[src/rtl/imu_stim_gen.sv]
// Synthetic multi-channel IMU stimulus generator.
// A start pulse latches a run configuration. The block then streams a bounded
// sequence of NUM_CH-wide samples over a valid/ready interface. The waveform
// can be a ramp, a constant, a triangle or LFSR noise. The run can loop
// continuously or be aborted with stop.
module imu_stim_gen #(
  parameter int          DATA_WIDTH = 16,
  parameter int          NUM_CH     = 3,
  parameter int          SEQ_LEN    = 16,
  parameter int          CH_OFFSET  = 256,
  parameter logic [15:0] LFSR_SEED  = 16'hACE1,
  localparam int         LEN_W      = $clog2(SEQ_LEN + 1),
  localparam int         IDX_W      = $clog2(SEQ_LEN)
) (
  input  logic                         clk,
  input  logic                         rst,
  input  logic                         start,
  input  logic                         stop,
  input  logic [1:0]                   mode,
  input  logic [DATA_WIDTH-1:0]        base,
  input  logic [DATA_WIDTH-1:0]        step,
  input  logic [LEN_W-1:0]             len,
  input  logic                         loop_en,
  output logic [NUM_CH*DATA_WIDTH-1:0] out_data,
  output logic                         out_valid,
  input  logic                         out_ready,
  output logic                         out_last,
  output logic [IDX_W-1:0]             sample_idx,
  output logic                         busy,
  output logic                         done
);

  typedef enum logic {ST_IDLE, ST_RUN} state_e;
  typedef enum logic [1:0] {MODE_RAMP, MODE_CONST, MODE_TRI, MODE_LFSR} mode_e;

  state_e                        state_q, state_d;
  mode_e                         mode_q, mode_d;
  logic [DATA_WIDTH-1:0]         base_q, base_d;
  logic [DATA_WIDTH-1:0]         step_q, step_d;
  logic [LEN_W-1:0]              len_q, len_d;
  logic [IDX_W-1:0]              idx_q, idx_d;
  logic [15:0]                   lfsr_q, lfsr_d;
  logic [NUM_CH*DATA_WIDTH-1:0]  out_data_q, out_data_d;
  logic                          out_valid_q, out_valid_d;
  logic                          out_last_q, out_last_d;
  logic                          busy_q, busy_d;
  logic                          done_q, done_d;

  logic                          handshake;
  logic                          at_last;
  logic [LEN_W-1:0]              len_clamped;
  logic [15:0]                   lfsr_step;

  // A length of 0, or one above SEQ_LEN, means a full SEQ_LEN pass.
  assign len_clamped = (len == '0 || len > LEN_W'(SEQ_LEN)) ? LEN_W'(SEQ_LEN) : len;
  assign handshake   = out_valid_q & out_ready;
  assign at_last     = (LEN_W'(idx_q) == len_q - LEN_W'(1));
  // Galois right-shift LFSR with taps 0xB400.
  assign lfsr_step   = (lfsr_q >> 1) ^ (lfsr_q[0] ? 16'hB400 : 16'h0000);

  // Run control: config latch, index/LFSR advance, pass wrap, stop and completion.
  always_comb begin
    // NOTE: every variable assigned here gets a default first, so no latch is inferred.
    state_d     = state_q;
    mode_d      = mode_q;
    base_d      = base_q;
    step_d      = step_q;
    len_d       = len_q;
    idx_d       = idx_q;
    lfsr_d      = lfsr_q;
    out_valid_d = out_valid_q;
    busy_d      = busy_q;
    done_d      = 1'b0;
    case (state_q)
      ST_IDLE: begin
        if (start) begin
          state_d     = ST_RUN;
          mode_d      = mode_e'(mode);
          base_d      = base;
          step_d      = step;
          len_d       = len_clamped;
          idx_d       = '0;
          lfsr_d      = LFSR_SEED;
          out_valid_d = 1'b1;
          busy_d      = 1'b1;
        end
      end
      ST_RUN: begin
        // stop wins over the advance. A handshake in this cycle still counts as
        // transferred, because nothing follows it.
        if (stop) begin
          state_d     = ST_IDLE;
          out_valid_d = 1'b0;
          busy_d      = 1'b0;
        end else if (handshake) begin
          lfsr_d = lfsr_step;
          if (at_last) begin
            if (loop_en) begin
              idx_d = '0;
            end else begin
              state_d     = ST_IDLE;
              out_valid_d = 1'b0;
              busy_d      = 1'b0;
              done_d      = 1'b1;
            end
          end else begin
            idx_d = idx_q + IDX_W'(1);
          end
        end
      end
      default: state_d = ST_IDLE;
    endcase
  end

  logic [LEN_W-1:0]             half_len;
  logic [IDX_W-1:0]             tri_idx;
  logic [DATA_WIDTH-1:0]        ramp_term;
  logic [DATA_WIDTH-1:0]        tri_term;
  logic [DATA_WIDTH-1:0]        lfsr_term;
  logic [NUM_CH*DATA_WIDTH-1:0] sample_d;

  // Sample that will be presented next, computed from the next-state index,
  // LFSR and configuration. All arithmetic wraps modulo 2^DATA_WIDTH.
  always_comb begin
    half_len  = len_d >> 1;
    tri_idx   = (LEN_W'(idx_d) < half_len) ? idx_d
                                           : IDX_W'(len_d - LEN_W'(1) - LEN_W'(idx_d));
    ramp_term = DATA_WIDTH'(idx_d) * step_d;
    tri_term  = DATA_WIDTH'(tri_idx) * step_d;
    lfsr_term = DATA_WIDTH'(lfsr_d);
    sample_d  = '0;
    for (int c = 0; c < NUM_CH; c++) begin
      case (mode_d)
        MODE_RAMP:  sample_d[c*DATA_WIDTH +: DATA_WIDTH] = base_d + ramp_term + DATA_WIDTH'(c * CH_OFFSET);
        MODE_CONST: sample_d[c*DATA_WIDTH +: DATA_WIDTH] = base_d + DATA_WIDTH'(c * CH_OFFSET);
        MODE_TRI:   sample_d[c*DATA_WIDTH +: DATA_WIDTH] = base_d + tri_term + DATA_WIDTH'(c * CH_OFFSET);
        default:    sample_d[c*DATA_WIDTH +: DATA_WIDTH] = lfsr_term ^ DATA_WIDTH'(c * CH_OFFSET);
      endcase
    end
  end

  // Output registers. Data is reloaded only while a sample is being
  // presented, so it holds steady under backpressure and after a run ends.
  always_comb begin
    out_data_d = out_valid_d ? sample_d : out_data_q;
    out_last_d = out_valid_d & (LEN_W'(idx_d) == len_d - LEN_W'(1));
  end

  // State and output flops with synchronous reset.
  always_ff @(posedge clk) begin
    // NOTE: sequential state uses non-blocking assignments only.
    if (rst) begin
      // NOTE: there is no memory array here, so every flop can take a reset value.
      state_q     <= ST_IDLE;
      mode_q      <= MODE_RAMP;
      base_q      <= '0;
      step_q      <= '0;
      len_q       <= LEN_W'(SEQ_LEN);
      idx_q       <= '0;
      lfsr_q      <= LFSR_SEED;
      out_data_q  <= '0;
      out_valid_q <= 1'b0;
      out_last_q  <= 1'b0;
      busy_q      <= 1'b0;
      done_q      <= 1'b0;
    end else begin
      state_q     <= state_d;
      mode_q      <= mode_d;
      base_q      <= base_d;
      step_q      <= step_d;
      len_q       <= len_d;
      idx_q       <= idx_d;
      lfsr_q      <= lfsr_d;
      out_data_q  <= out_data_d;
      out_valid_q <= out_valid_d;
      out_last_q  <= out_last_d;
      busy_q      <= busy_d;
      done_q      <= done_d;
    end
  end

  assign out_data   = out_data_q;
  assign out_valid  = out_valid_q;
  assign out_last   = out_last_q;
  assign sample_idx = idx_q;
  assign busy       = busy_q;
  assign done       = done_q;

endmodule
[config.mk]
export PLATFORM = sky130hd
export DESIGN_NAME = imu_stim_gen
export DESIGN_NICKNAME = d
export VERILOG_FILES = /design/src/rtl/imu_stim_gen.sv
export SDC_FILE = /design/constraint.sdc
export NUM_CORES = 1
export LEC_CHECK = 0
export CORE_ASPECT_RATIO = 0.6
export CORE_MARGIN = 5
export CORE_UTILIZATION = 40
export CTS_BUF_LIST = sky130_fd_sc_hd__clkbuf_4 sky130_fd_sc_hd__clkbuf_8 sky130_fd_sc_hd__clkbuf_16
export DETAILED_ROUTE_END_ITERATION = 6
export PLACE_DENSITY_LB_ADDON = 0.1
export SLEW_MARGIN = 0
export SYNTH_ARGS = -nofsm -noshare
export SYNTH_HDL_FRONTEND = slang
export SYNTH_SLANG_ARGS = --single-unit
export TNS_END_PERCENT = 100
[constraint.sdc]
create_clock -name clk -period 26.1 [get_ports clk]
set_input_delay 3.915 -clock clk [delete_from_list [all_inputs] [get_ports clk]]
set_output_delay 3.915 -clock clk [all_outputs]
set_load 0.005 [all_outputs]
# After elaboration in Yosys (flattened, before gate mapping)
# Cells that the tools add are included.
# totals
input_bits	45
regBits	112
# classes
bitwise	8
magnitude_cmp	2
reduce_logical	5
n_mul	2
add_sub_neg	12
n_eq_ne	8
n_mux	43
# ops
cell	n
case mux 16 bit (3 select lines)	3
2-to-1 mux 16 bit	8
adder 16 x 10 -> 16 bit, second input constant	3
adder 16 x 9 -> 16 bit, second input constant	3
adder 16 bit	2
multiplier 4 x 16 -> 16 bit	2
case mux 16 bit (2 select lines)	1
2-to-1 mux 4 bit	6
2-to-1 mux 1 bit	16
XOR 15 x 16 -> 16 bit	1
2-to-1 mux 5 bit	3
== test 4 x 5 -> 1 bit	2
subtractor 5 x 1 -> 5 bit, second input constant	2
case mux 4 bit (2 select lines)	1
!= test 3 x 2 -> 1 bit, second input constant	2
case mux 1 bit (2 select lines)	3
greater-than comparator 5 bit, second input constant	1
logical NOT 5 bit	1
inverter 1 bit	5
OR reduction 5 bit	1
adder 4 x 1 -> 4 bit, second input constant	1
< comparator 4 bit	1
2-to-1 mux 2 bit	2
AND reduction 4 bit	1
other kinds (8)	9

# Longest topological paths before layout
# logic_depth
ltp_word	12
depth_mapped	38
ltp_nobuf	36

# Worst setup path before layout
# No wires, ideal clock.
# synth_timing
kind	in2reg
startpoint	input port len[0]
endpoint	register out_data_q[31], in the netlist out_data[31]
required_ns	26.037
stages	31
n_path_buf	1
setup_slack_ns	14.647
t_arrival_ns	11.390
path_cell_list	or4_1 > ha_1 > nor4bb_1 > a21oi_1 > ha_1 > inv_1 > ha_1 > a21o_1 > a21oi_1 > xnor2_1 > a21oi_2 > xnor2_1 > clkbuf_1 > nor2_1 > fa_1 > fa_1 > inv_1 > fa_1 > inv_1 > ha_1 > a2111o_1 > a21oi_1 > o31a_1 > xnor2_1 > a22oi_1 > mux2i_1 > ha_1 > nand3b_4 > or4_1 > or4b_1 > nand3_1
# synth_between
elab_chain_cells	12
word_cells_on_any_way	14
cone_classes	4 x add/sub; 1 x mul; 2 x order compare; 5 x mux; 2 x reduce/logical
# synth_rtl
element	line_no	text
start, declared	22	input logic [LEN_W-1:0] len,
greater-than comparator 5 bit or logical NOT 5 bit (tied branches)	55	assign len_clamped = (len == '0 || len > LEN_W'(SEQ_LEN)) ? LEN_W'(SEQ_LEN) : len;
logical OR 1 bit	55	
2-to-1 mux 5 bit (*)	55	
2-to-1 mux 5 bit (*)	76	if (start) begin
2-to-1 mux 5 bit (*)	74	case (state_q)
subtractor 5 x 1 -> 5 bit	-	
subtractor 4 bit	127	: IDX_W'(len_d - LEN_W'(1) - LEN_W'(idx_d));
2-to-1 mux 4 bit (*)	126	tri_idx = (LEN_W'(idx_d) < half_len) ? idx_d
multiplier 4 x 16 -> 16 bit (*)	129	tri_term = DATA_WIDTH'(tri_idx) * step_d;
adder 16 bit (*)	136	MODE_TRI: sample_d[c*DATA_WIDTH +: DATA_WIDTH] = base_d + tri_term + DATA_WIDTH'(c * CH_OFFSET);
adder 16 x 9 -> 16 bit (*)	136	
case mux 16 bit (3 select lines) (*)	133	case (mode_d)
end signal, assigned	174	out_data_q <= out_data_d;
end, declared	43	logic [NUM_CH*DATA_WIDTH-1:0] out_data_q, out_data_d;
# Every way passes the cells marked *; elsewhere a longest branch is shown, timed or not.
# A chain may end at the register's enable or synchronous reset.

# Final worst setup path
# layout_timing
startpoint	input port out_ready
endpoint	register out_data_q[31], in the netlist out_data[31]
# layout_between
elab_chain_cells	10
word_cells_on_any_way	20
cone_classes	5 x add/sub; 2 x mul; 1 x order compare; 11 x mux; 1 x bitwise
# layout_rtl
element	line_no	text
start, declared	26	input logic out_ready,
bitwise AND 1 bit (*)	56	assign handshake = out_valid_q & out_ready;
2-to-1 mux 4 bit	95	end else if (handshake) begin
2-to-1 mux 4 bit	91	if (stop) begin
case mux 4 bit (2 select lines)	74	
subtractor 4 bit or < comparator 4 bit (tied branches)	127, 126	
2-to-1 mux 4 bit	126	
multiplier 4 x 16 -> 16 bit	129	
adder 16 bit	136	
adder 16 x 9 -> 16 bit	136	
case mux 16 bit (3 select lines)	133	
# Marked as above.

==> results by group <==
Placement
  – Post-DP HPWL: 21100 um
  – Port bufs: 100
  – Placer congestion estimate: 0.925

Power and ir drop
  – Clock share of power: 26.4%
  – Static Leak: 4.84 nW
  – Sequential Power Share: 31.8%
  – Internal Power: 0.312 mW
  – Pwr Density: 48.3 nW/um2
  – VDD IR-drop max: 0.0331 mV
  – Combinational share of power: 41.7%
  – Sw power: 0.197 mW
  – Sw frac: 38.6%

STA
  – Worst slew pin tran: 1.15 ns
  – Fin crit share: 49.6%
  – Final hold vios: 0
  – RSZ-0062 raised after global routing: no
  – Final setup fails: 0
  – Rel. slew slack: 21.1%
  – Fmax: 77.3 MHz
  – Final Slew Violations: 0
  – Post-layout minimum cycle time: 12.94 ns
  – Clock skew: 0.0109 ns
  – Fin Setup TNS: 0 ns

Synth
  – Sequential share of the synthesized area: 20.8%
  – Synth Area in Adders: 24.3%
  – Synth Area in Compound Gates: 14.6%
  – FFs w/ async S/R, synth: 0%
  – Total number of yosys warnings: 0
  – Simple-gate share of the synthesized area: 21.3%
  – Synth Net Count: 1307
  – Synth Flop Type: dfxtp_1
  – #FFs+latches synth: 95
  – Post-synth design cell area: 9120 um2
  – Largest family of logic cells by synthesized area: adder cells
  – Post-Syn Instances: 1131
  – Post-synthesis mux area share: 4.80%
  – Library cells used by synthesis: 77
  – Post-synth EDFFs: 0
  – XOR/XNOR share of the synthesized area: 5.49%
  – Mean area per synthesized cell: 8.07 um2

Floorplanning
  – Die width: 205 um
  – Cell row count: 42
  – Die extent in y: 127 um
  – Die area: 26000 um2
  – IO Count: 101
  – Initial Util: 41.0%
  – Core area: 22200 um2

Critical path
  – Slowest CP cell: mux2i_1
  – Req. time, crit path: 26.42 ns
  – Crit path kind: in -> reg
  – Crit path depth: 30
  – Setup crit end kind: register
  – Critical path peak fanout: 20
  – CP bufs+invs: 4
  – Crit path DAT: 13.26 ns
  – Worst R2R Path Depth: 31
  – Largest stage delay on the critical path: 0.96 ns
  – CP startpoint kind: primary input
  – Delay-heaviest family, CP: adder cells

Clock tree
  – H-tree levels: 3
  – # hold bufs at CTS: 0
  – Worst skew pair latency: 0.37 ns
  – Number of setup buffers added after CTS: 0
  – Clk pin slew, worst setup/hold paths: 0.08 ns
  – CTS root buf: clkbuf_16
  – Clock tree buffer depth: 2
  – Post-CTS sizing: 0
  – Num CTS Buffers: 9
  – CTS tree: built
  – CTS sink cnt: 95

Outcome
  – Status: finished, final reports clean

Drt
  – Routed Antenna Nets: 0
  – DRC marker count from the first detailed-route iteration: 513
  – Via Count: 7786
  – DR DRC count: 0
  – Overall routed net length: 26600 um
  – Routed len/inst: 17.8 um
  – Vias/cell: 5.20
  – Drt pass-1 iters: 5

Finish
  – Most frequent cells in the layout: nor2_1 (171), nand2_1 (127), inv_1 (120)
  – Layout cells sized above 1: 4.71%
  – Nets@finish: 1359
  – Layout area overhead: 15.5%
  – Fin util: 47.4%
  – Commonest non-fill, non-tap cell in the layout: nor2_1
  – # diodes: 0

GRT
  – Global route total overflow: 0
  – Largest net degree at the start of global routing: 64
  – Global-route wire length before repair: 42700 um
  – GRT Overall Usage: 20.8%
  – Antenna violations before repair: 0
  – Vias in the first global route: 7711

Run
  – Max-cap violations: 0

Min path
  – Hold Crit Depth: 2
  – Hold Path Class: reg -> reg
power by group through the flow:
stage / clock (mW) / sequential, mW / combinational [mW]
6_report: 0.135 / 0.162 / 0.212
5_1_grt: 0.146 / 0.164 / 0.237
4_1_cts: 0.140 / 0.162 / 0.212
3_5_place_dp: 0 / 0.166 / 0.211
3_3_place_gp: 0 / 0.165 / 0.210
2_1_floorplan: 0 / 0.164 / 0.144
cells by family after synthesis:
logic type                 Yosys count
buffers and inverters              189
DFF                                 95
and+or+nand+nor                    430
AOI/OAI and AO/OA                  189
adders and majority gates          131
xor gates and xnor gates            54
muxes                               43
Yosys cell counts, types with 6 or more instances:
master	number	share of area, %
clkbuf_1	42	1.7
xor2_1	21	2.0
nand2_1	127	5.2
nand2b_1	27	1.9
fa_1	77	17
xnor2_1	31	3.0
a21oi_1	60	3.3
or2_2	9	0.62
a31oi_1	6	0.41
nor2b_1	12	0.82
ha_1	54	7.4
and3_1	7	0.48
nand3_1	16	0.88
mux2i_1	40	4.4
nor2_1	171	7.0
dfxtp_1	95	21
a21o_1	11	0.91
inv_1	120	4.9
or3_1	9	0.62
a211oi_1	13	1.1
nor3_1	26	1.4
o21a_1	6	0.49
o21ai_0	20	1.1
buf_4	18	1.5
a221oi_1	9	0.86
worst paths after layout:
path | start | endpoint | slack (ns)
worst max-delay path | out_ready | out_data[31]$_SDFFE_PP0P_ | 13.16
worst min-delay path | out_data[25]$_SDFFE_PP0P_ | out_data[25]$_SDFFE_PP0P_ | 0.46
worst max register to register | len_q[0]$_SDFF_PP0_ | out_data[31]$_SDFFE_PP0P_ | 16.52
worst min register to register | out_data[25]$_SDFFE_PP0P_ | out_data[25]$_SDFFE_PP0P_ | 0.46
worst min-delay path: cells and delay by family (launching register included):
family	cells	cell delay (ns)
AOI/OAI and AO/OA	1	0.05
and+or+nand+nor	1	0.05
DFF	1	0.31
flip-flops by register name, summed over array words and instances (netlist names):
signal      cells
lfsr_q         16
state_q         1
out_valid       1
done            1
base_q         16
sample_idx      4
len_q           5
busy            1
step_q         16
out_data       31
mode_q          2
out_last        1
per-layer routing:
| layer | routed length (um) | track usage [%] | up-vias |
|---|---|---|---|
| li1 | - | - | 3841 |
| met1 | 13600 | 31.5 | 3717 |
| met2 | 10600 | 29.1 | 210 |
| met3 | 2210 | 6.84 | 18 |
| met4 | 199 | 3.31 | 0 |
| met5 | 0 | 0 | - |
through the flow:
step           hold slack [ns]  worst slack [ns]  instance area (um2)  instances  power (mW)
2_1_floorplan            0.448             14.65                 9120       1131       0.309
3_3_place_gp             0.444             13.11                10200       1480       0.375
3_5_place_dp             0.452             12.95                10200       1480       0.377
4_1_cts                  0.461             13.33                10500       1496       0.514
5_1_grt                  0.496             12.58                10500       1496       0.546
6_report                 0.458             13.16                10500       1496       0.509
layout make-up:
| type | instances | area [um2] |
|---|---|---|
| fill | 2212 | 11700 |
| clock inverter | 7 | 65.1 |
| timing repair buffer | 108 | 1060 |
| multi-input combinational | 847 | 6440 |
| sequential | 95 | 1900 |
| inverter | 122 | 458 |
| clock buffer | 9 | 225 |
| tap | 308 | 385 |
No activity file was read; power rests on OpenSTA's default activity.
